--- config.mk ---
export PLATFORM = sky130hd
export DESIGN_NAME = store_data_aligner
export DESIGN_NICKNAME = d
export VERILOG_FILES = /design/src/rtl/store_data_aligner_pkg.sv /design/src/rtl/store_data_aligner_lane_shifter.sv /design/src/rtl/store_data_aligner.sv
export SDC_FILE = /design/constraint.sdc
export NUM_CORES = 1
export LEC_CHECK = 0
export BUFFER_PORTS_ARGS = -buffer_cell sky130_fd_sc_hd__buf_2
export CAP_MARGIN = 30
export CORE_AREA = 5 5 121 210
export CTS_BUF_LIST = sky130_fd_sc_hd__clkbuf_16
export CTS_CLUSTER_SIZE = 28
export DETAILED_ROUTE_END_ITERATION = 12
export DIE_AREA = 0 0 126 215
export GPL_TIMING_DRIVEN = 1
export SLEW_MARGIN = 40
export SYNTH_ARGS = -nofsm -noshare
export SYNTH_HDL_FRONTEND = slang
export SYNTH_HIERARCHICAL = 1
export SYNTH_SLANG_ARGS = --single-unit
--- constraint.sdc ---
create_clock -name STORE_clk -period 3.75 [get_ports STORE_clk]
set_input_delay 1.125 -clock STORE_clk [delete_from_list [all_inputs] [get_ports STORE_clk]]
set_output_delay 1.125 -clock STORE_clk [all_outputs]
set_load 0.01 [all_outputs]
--- src/rtl/store_data_aligner_pkg.sv ---
// store_data_aligner_pkg: shared state codes, lane masks and width helpers for the store path
package store_data_aligner_pkg;
  localparam logic [0:0] ST_IDLE  = 1'b0;
  localparam logic [0:0] ST_BEAT1 = 1'b1;
  localparam logic [3:0] MASK_NONE = 4'b0000;
  localparam logic [3:0] MASK_B    = 4'b0001;
  localparam logic [3:0] MASK_H    = 4'b0011;
  localparam logic [3:0] MASK_W    = 4'b1111;
  typedef struct packed {
    logic [29:0] addr;
    logic [3:0]  be;
    logic [31:0] data;
  } beat_t;
  function automatic logic [3:0] lane_mask(input logic b, input logic h, input logic w);
    return b ? MASK_B : h ? MASK_H : w ? MASK_W : MASK_NONE;
  endfunction
  function automatic logic [31:0] mask_data(input logic [3:0] m, input logic [31:0] d);
    return d & {{8{m[3]}}, {8{m[2]}}, {8{m[1]}}, {8{m[0]}}};
  endfunction
endpackage

--- src/rtl/store_data_aligner_lane_shifter.sv ---
// store_lane_shifter: shifts lane mask and masked data into a two-word window by byte offset
module store_lane_shifter (
  input  logic [3:0]  m,
  input  logic [31:0] md,
  input  logic [1:0]  off,
  output logic [7:0]  e,
  output logic [63:0] w
);
  assign e = {4'b0, m} << off;
  assign w = {32'b0, md} << {off, 3'b000};
endmodule

--- src/rtl/store_data_aligner.sv ---
// store_data_aligner: turns sb/sh/sw requests into lane-aligned word writes, splitting misaligned ones
module store_data_aligner
  import store_data_aligner_pkg::*;
#(
  parameter bit ALLOW_MISALIGNED = 1'b1
) (
  input  logic        STORE_clk,
  input  logic        STORE_rst_n,
  input  logic        STORE_ce,
  input  logic        req_valid,
  output logic        req_ready,
  input  logic [31:0] req_addr,
  input  logic [31:0] req_data,
  input  logic        byte_M,
  input  logic        half_word_M,
  input  logic        full_word_M,
  output logic        mem_we,
  output logic [29:0] mem_addr,
  output logic [31:0] mem_wdata,
  output logic [3:0]  mem_be,
  output logic        stall_o,
  output logic        misalign_err
);
  logic [3:0]  m;
  logic [31:0] md;
  logic [7:0]  e;
  logic [63:0] w;
  logic [0:0]  state_q, state_d;
  beat_t       out_q, out_d, hold_q, hold_d;
  logic        we_q, we_d, err_q, err_d;
  logic        accept, split;
  assign m = lane_mask(byte_M, half_word_M, full_word_M);
  assign md = mask_data(m, req_data);
  store_lane_shifter u_shift (.m(m), .md(md), .off(req_addr[1:0]), .e(e), .w(w));
  assign req_ready = state_q == ST_IDLE;
  assign stall_o = state_q == ST_BEAT1;
  // a request with no width bit is still consumed, it just never reaches the RAM
  assign accept = STORE_ce & req_valid & req_ready & (m != MASK_NONE);
  assign split = e[7:4] != 4'b0;
  assign mem_we = we_q;
  assign mem_addr = out_q.addr;
  assign mem_be = out_q.be;
  assign mem_wdata = out_q.data;
  assign misalign_err = err_q;
  // pick the beat to issue this edge: pending second beat first, then a fresh request
  always_comb begin
    state_d = state_q;
    out_d = out_q;
    hold_d = hold_q;
    we_d = 1'b0;
    err_d = 1'b0;
    if (STORE_ce && state_q == ST_BEAT1) begin
      state_d = ST_IDLE;
      out_d = hold_q;
      we_d = 1'b1;
    end else if (accept && split && !ALLOW_MISALIGNED) begin
      err_d = 1'b1;
    end else if (accept) begin
      out_d = beat_t'{addr: req_addr[31:2], be: e[3:0], data: w[31:0]};
      we_d = 1'b1;
      if (split) begin
        state_d = ST_BEAT1;
        hold_d = beat_t'{addr: req_addr[31:2] + 30'd1, be: e[7:4], data: w[63:32]};
      end
    end
  end
  // state and registered RAM interface; reset drops any pending second beat
  always_ff @(posedge STORE_clk) begin
    if (!STORE_rst_n) begin
      state_q <= ST_IDLE;
      out_q <= '0;
      hold_q <= '0;
      we_q <= 1'b0;
      err_q <= 1'b0;
    end else begin
      state_q <= state_d;
      out_q <= out_d;
      hold_q <= hold_d;
      we_q <= we_d;
      err_q <= err_d;
    end
  end
endmodule

==> results of run 1 <==
[critical path: stages]
cell	delay (ps)
buf_2	120
nor3b_2	460
mux2i_1	190
o2bb2ai_1	220
or4_1	180
and3_2	210
buf_4	380
nor2_1	80
a211oi_1	210
[logic make-up after synthesis]
family / Yosys count / share of synthesized area, %
buffers and inverters: 87 / 6.23
AOI/OAI and AO/OA: 202 / 19.1
xor gates and xnor gates: 13 / 1.64
muxes: 92 / 13.3
and+or+nand+nor: 297 / 20.8
other: 2 / 0.108
adders and majority gates: 1 / 0.181
DFF: 134 / 38.7
[report_power, final]
part	internal, mW	switching (mW)
sequential	1.49	0.0346
combinational	0.196	0.303
clock	0.912	0.687
total	2.60	1.02
[worst max path at each step]
stage	to	slack (ps)
3_3_place_gp	hold_q[60]	510
5_1_grt	hold_q[48]	770
4_1_cts	hold_q[44]	920
6_report	hold_q[44]	900
3_5_place_dp	hold_q[44]	460
2_1_floorplan	hold_q[60]	350
[cells in the mapped netlist (3+ instances only)]
| cell type | instances |
|---|---|
| a211oi_1 | 56 |
| a21oi_1 | 61 |
| a22oi_1 | 21 |
| a311oi_1 | 4 |
| a31oi_1 | 10 |
| and2_1 | 44 |
| and3_1 | 11 |
| buf_2 | 8 |
| buf_4 | 14 |
| buf_6 | 4 |
| clkbuf_1 | 51 |
| dfxtp_1 | 134 |
| inv_1 | 6 |
| mux2i_1 | 92 |
| nand2_1 | 99 |
| nand3_1 | 12 |
| nand4_1 | 8 |
| nor2_1 | 77 |
| nor2b_1 | 10 |
| nor3_1 | 3 |
| nor4_1 | 4 |
| o21ai_0 | 24 |
| o2bb2ai_1 | 18 |
| o31ai_1 | 7 |
| or3_1 | 9 |
| or4_1 | 10 |
| xnor2_1 | 11 |
[stage by stage]
| stage | power [mW] | hold WS (ps) | instances |
|---|---|---|---|
| after floorplan | 1.87 | 436 | 836 |
| after global placement | 2.06 | 441 | 1223 |
| after detailed placement | 2.06 | 445 | 1223 |
| after CTS | 3.68 | 453 | 1255 |
| after global routing | 3.79 | 471 | 1255 |
| final | 3.63 | 450 | 1255 |
[cell type report]
class	count	area (um^2)
tap	308	385
sequential	134	2680
timing repair buffer	158	876
multi-input combinational	615	3860
clock buffer	17	425
inverter	8	31.3
fill	2502	15300
clock inverter	15	131
[per-layer routing]
layer  vias to the layer above  GRT usage (%)
li1                       3146              -
met1                      3006           17.1
met2                       169           28.9
met3                        39           4.10
met4                         2           6.87
met5                         -              0
[flip-flops by register name, summed over array words and instances, names as in the netlist]
signal / count
hold_q: 66
mem_be: 4
stall_o: 1
mem_addr: 30
mem_we: 1
mem_wdata: 32
==> key figures, run 1 <==
Global routing
  – Initial antenna violation count: 1
  – Congestion Overflow GR: 0
  – Gr usage total: 15.9%
  – Vias in the first global route: 6385
  – Pin count of the biggest net entering global routing: 56
  – First-pass GRT wire length: 34.1 mm

Clocking
  – Post-CTS setup buffers: 0
  – CTS buffer count: 17
  – Max clock buf depth: 2
  – Root buf cell: clkbuf_16
  – # clock sinks: 134
  – Clock Latency Late Sink: 430 ps
  – CTS Hold Buffers Added: 0
  – H-tree level count: 4
  – Worst-path clk slew: roughly 60 ps
  – CTS tree: yes
  – # resized after CTS: 0

Logic synthesis
  – Post-Syn Instances: approximately 830
  – Post-synth cell types: 43
  – Synthesis warning total: 6
  – Post-Syn Area per Cell: around 8.4 um^2
  – Synthesized area: slightly below 0.007 mm^2
  – Top-area cell type share of the netlist area: 38.7%
  – Number of synthesized flops with an enable pin: 0
  – Register area share after synthesis: approximately two fifths
  – Ys async rst share: 0%
  – Synth Flop Type: dfxtp_1
  – Most area-hungry cell type in the Yosys netlist: dfxtp_1
  – Yosys reg bits: between 100 and 150
  – Largest cells by area after synthesis: dfxtp_1 39%, mux2i_1 13%, a211oi_1 6.1%

Power
  – Max VDD drop: 222 uV
  – Power Density: roughly 430 mW/mm^2
  – Static Leak: roughly 3.4 nW

Placement
  – Pre-CTS setup slack: between 400 and 500 ps
  – Dpl cell area: ~0.0078 mm^2
  – Gp weighted congestion: 0.826
  – I/O Buffers: 139
  – Detailed Place HPWL: about 16 mm

Drt
  – Top Metal Used: met5
  – Drc violations: 0
  – Post-route ant nets: 0
  – Routed vias: 6362
  – Initial DRC count: ~310
  – Vias per cell: ~5.1
  – Post-DR wirelength/cell: roughly 17 um
  – Routed wl met2: 11.6 mm
  – First-pass DRT Iterations: 6
  – Metal-1 WL: approximately 8.4 mm
  – Routed wl met3: 1.03 mm
  – Routed WL: between 20 and 25 mm

STA
  – Final Hold Fails: 0
  – Slew headroom: a little under three fifths
  – Final WS setup: just under 900 ps
  – RSZ-0062 raised after global routing: false
  – Final Cycle Share: 76.1%
  – Setup Skew: around 9.4 ps
  – Setup-failing EPs final: 0
  – Worst-Margin Slew: approximately 650 ps
  – Setup TNS: 0 ps
  – Slew Viols, Final: 0
  – Final min period: roughly 2900 ps
  – Fmax: around 350 MHz

Hold path
  – Hold Crit Class: flip-flop to flip-flop
  – Worst Hold Path Cells: 2
  – Hold path endpoint: mem_wdata[12]
  – HP Start: mem_wdata[12]

Cells and area
  – Most frequent cells in the layout: 139 x buf_2, 134 x dfxtp_1, 98 x nand2_1, 92 x mux2i_1, 77 x nor2_1
  – Antenna Cells: 0
  – Layout cells sized above 1: approximately a fifth
  – Most common cell after layout, fill and taps aside: buf_2
  – Final Core Density: approximately 35%
  – Area added between synthesis and finish: 21.1%
  – Final instance area: between 0.008 and 0.009 mm^2
  – Nets@finish: between 1000 and 1500

Setup path
  – FF-to-FF Start: stall_o
  – Critical Path AT: 3190 ps
  – Crit-path max FO: 39
  – Critical path endpoint category: flip-flop
  – Type of origin of the critical path: input port
  – Setup crit start: byte_M
  – Reg2Reg Depth: 5
  – WP data required: just over 4000 ps
  – RR Endpoint: mem_addr[22]
  – R2R Setup Slk: approximately 1600 ps
  – Kind of critical path: input port to flip-flop

Die
  – Die H: roughly 220 um
  – Core ar.: about 0.024 mm^2
  – I/O Pins: between 100 and 150
  – Die Footprint: 0.0271 mm^2
  – Row Count: 75
  – Initial core utilization: between 20% and 30%
  – Die Span X: ~130 um

Flow run
  – Max_cap viols: 0

Status
  – Status: complete, no violations
Note: power is estimated with default switching activity, not from simulation.
==> run 2: changes to the inputs <==
--- a/config.mk
+++ b/config.mk
@@ -5,13 +5,14 @@
 export SDC_FILE = /design/constraint.sdc
 export NUM_CORES = 1
 export LEC_CHECK = 0
+export ABC_AREA = 1
 export BUFFER_PORTS_ARGS = -buffer_cell sky130_fd_sc_hd__buf_2
 export CAP_MARGIN = 30
-export CORE_AREA = 5 5 121 210
+export CORE_AREA = 5 5 125 216
 export CTS_BUF_LIST = sky130_fd_sc_hd__clkbuf_16
 export CTS_CLUSTER_SIZE = 28
 export DETAILED_ROUTE_END_ITERATION = 12
-export DIE_AREA = 0 0 126 215
+export DIE_AREA = 0 0 130 221
 export GPL_TIMING_DRIVEN = 1
 export SLEW_MARGIN = 40
 export SYNTH_ARGS = -nofsm -noshare
==> constraint.sdc (replaced) <==
create_clock -name STORE_clk -period 2.7 [get_ports STORE_clk]
set_input_delay 0.81 -clock STORE_clk [delete_from_list [all_inputs] [get_ports STORE_clk]]
set_output_delay 0.81 -clock STORE_clk [all_outputs]
set_load 0.01 [all_outputs]
==> key figures, run 2 <==
Power
  – Max VDD drop: roughly 450 uV
  – Static Leak: ~4.2 nW
  – Switching Share: between 20% and 30%
  – Combinational Power Share: roughly 15%
  – Int Pwr: ~4 mW
  – Final Power: around 5.5 mW
  – Clk pwr share: 45.7%
  – NetSw: roughly 1.5 mW
  – Power Density: 616 mW/mm^2
  – Reg power frac: around two fifths

Cells and area
  – Nets@finish: 1358
  – Area added between synthesis and finish: 21.5%
  – Max reg flops: 66
  – Biggest register: hold_q
  – Final Core Density: 35.9%
  – FILL cells: ~2800
  – Most frequent cells in the layout: 375 x nand2_1, 139 x buf_2, 134 x dfxtp_1, 117 x inv_1, 103 x nor2_1
  – Layout cells sized above 1: ~18%
  – Most common cell after layout, fill and taps aside: nand2_1

Logic synthesis
  – Largest cells by area after synthesis: dfxtp_1 36%, nand2_1 19%, inv_1 5.9%
  – Register area share after synthesis: between 30% and 40%
  – Synthesis warning total: 6
  – Post-Syn Instances: around 1200
  – Ys async rst share: 0%
  – Simple-gate share of the synthesized area: about 33%
  – Synthesized area: around 0.0074 mm^2
  – Most area-hungry cell type in the Yosys netlist: dfxtp_1
  – Count leader, synth: nand2_1
  – Number of synthesized flops with an enable pin: 0
  – Top post-synthesis cells by count: 376 x nand2_1, 134 x dfxtp_1, 116 x inv_1, 103 x nor2_1, 82 x nand3_1
  – Synth Flop Type: dfxtp_1
  – Largest family of logic cells by synthesized area: simple AND/OR/NAND/NOR gates
  – Synth Area in XOR/XNOR: 0.709%
  – Mux cell area share after synthesis: 0%
  – Post-Syn Area per Cell: 6.32 um^2
  – Compound-Gate Fraction of Synth Area: between 15 and 20%
  – Yosys reg bits: roughly 130
  – Post-synth cell types: 31
  – Adder-cell share of the synthesized area: less than 1%
  – Top-area cell type share of the netlist area: around 36%

Global routing
  – Vias in the first global route: 7536
  – Gr usage total: between 15 and 20%
  – Pin count of the biggest net entering global routing: 75
  – First-pass GRT wire length: just under 40 mm
  – Initial antenna violation count: 2
  – Congestion Overflow GR: 0

Placement
  – Pre-CTS setup slack: 194 ps
  – Gp weighted congestion: approximately 0.83
  – I/O Buffers: between 100 and 150
  – Detailed Place HPWL: 19.0 mm

STA
  – Final min period: ~2100 ps
  – Worst-Margin Slew: around 750 ps
  – Hold WS: around 460 ps
  – Setup Skew: ~9 ps
  – Final Hold Fails: 0
  – Slew headroom: about half
  – Final Cycle Share: between 70% and 80%
  – Setup-failing EPs final: 0
  – Setup TNS: 0 ps
  – RSZ-0062 raised after global routing: false
  – Final WS setup: roughly 600 ps
  – Fmax: 480 MHz
  – Slew Viols, Final: 0

Drt
  – Drc violations: 0
  – Top Metal Used: met4
  – Metal-1 WL: 9.32 mm
  – Routed wl met2: roughly 14 mm
  – First-pass DRT Iterations: 5
  – Initial DRC count: 576
  – Routed WL: 25.2 mm
  – Vias per cell: approximately 4.8
  – Post-route ant nets: 0
  – Routed wl met3: ~860 um
  – Post-DR wirelength/cell: 15.6 um
  – Routed vias: between 7000 and 8000

Die
  – Row Count: 77
  – Initial core utilization: 29.6%
  – I/O Pins: roughly 140
  – Die Span X: between 100 and 150 um
  – Die Footprint: roughly 0.029 mm^2
  – Die H: 221 um
  – Core ar.: approximately 0.025 mm^2

Clocking
  – Root buf cell: clkbuf_16
  – Worst-path clk slew: about 60 ps
  – Post-CTS setup buffers: 0
  – CTS Hold Buffers Added: 0
  – CTS buffer count: 17
  – # clock sinks: 134
  – Max clock buf depth: 2
  – CTS tree: yes
  – H-tree level count: 4
  – # resized after CTS: 0
  – Clock Latency Late Sink: roughly 420 ps

Setup path
  – Critical path endpoint category: flip-flop
  – Type of origin of the critical path: input port
  – Critical Path AT: between 2000 and 2500 ps
  – WP data required: ~3000 ps
  – Crit-path max FO: 20
  – Kind of critical path: input port to flip-flop

Status
  – Status: complete, no violations

Hold path
  – Hold Crit Class: flip-flop to flip-flop

Flow run
  – Max_cap viols: 0
==> run 2: changes by cell type after synthesis, moves of 18 or more <==
| cell | previous run | this run |
|---|---|---|
| o2bb2ai_1 | 18 | 0 |
| nand3_1 | 12 | 82 |
| nand2_1 | 99 | 376 |
| and2_1 | 44 | 2 |
| mux2i_1 | 92 | 0 |
| o21ai_0 | 24 | 68 |
| a211oi_1 | 56 | 1 |
| inv_1 | 6 | 116 |
| a31oi_1 | 10 | 49 |
| clkbuf_1 | 51 | 27 |
| nor2_1 | 77 | 103 |
==> run 2: area by class of cell <==
cell class                 instances  area (um^2)  area share (%)
inverter                         123          467            5.18
antenna                            2         5.00          0.0556
sequential                       134         2680            29.8
clock buffer                      17          425            4.72
clock inverter                    15          210            2.33
multi-input combinational        841         3810            42.3
timing repair buffer             169         1010            11.2
tap                              316          395            4.39
==> run 2: per-stage QoR <==
stage	instance area [um^2]	instances
after floorplan	7440	1180
final	9000	1617
after global routing	9000	1617
after global placement	8360	1583
after CTS	9000	1615
after detailed placement	8360	1583
==> run 2: final timing paths <==
check / from / end / slack (ps) / cells after the start
max: byte_M / hold_q[44] / 620 / 15
min reg2reg: mem_wdata[4] / mem_wdata[4] / 460 / 2
max reg2reg: stall_o / hold_q[44] / 1020 / 8
min: mem_wdata[4] / mem_wdata[4] / 460 / 2
==> run 2: kinds of logic after synthesis <==
group,count (synthesis)
other,2
AO/OA/AOI/OAI,221
AND/OR/NAND/NOR,603
adder cells (fa/ha/maj),1
flip-flops,134
XOR/XNOR,6
buffers and inverters,205
==> run 2: layer usage <==
metal,GRT usage [%],vias to the layer above
met5,0,-
met4,10.4,0
met3,2.32,65
met2,32.7,194
met1,18.3,3551
li1,-,3961
==> run 2: critical path, cell delays in order <==
cell and delay (ps):
buf_2 110, nor2_1 100, nand2_1 90, inv_1 100
inv_1 60, nand2_1 80, nand2_1 50, nor2_1 120
nor2_1 70, nand2_1 80, nand2_2 90, inv_2 130
buf_4 270, o21ai_0 110, a21oi_1 160
==> run 2: power by group through the flow <==
stage / Combinational, mW / Clock [mW] / Sequential [mW]
6_report: 0.852 / 2.53 / 2.16
5_1_grt: 0.955 / 2.64 / 2.17
4_1_cts: 0.865 / 2.58 / 2.16
3_5_place_dp: 0.862 / 0 / 2.21
3_3_place_gp: 0.855 / 0 / 2.20
2_1_floorplan: 0.502 / 0 / 2.23
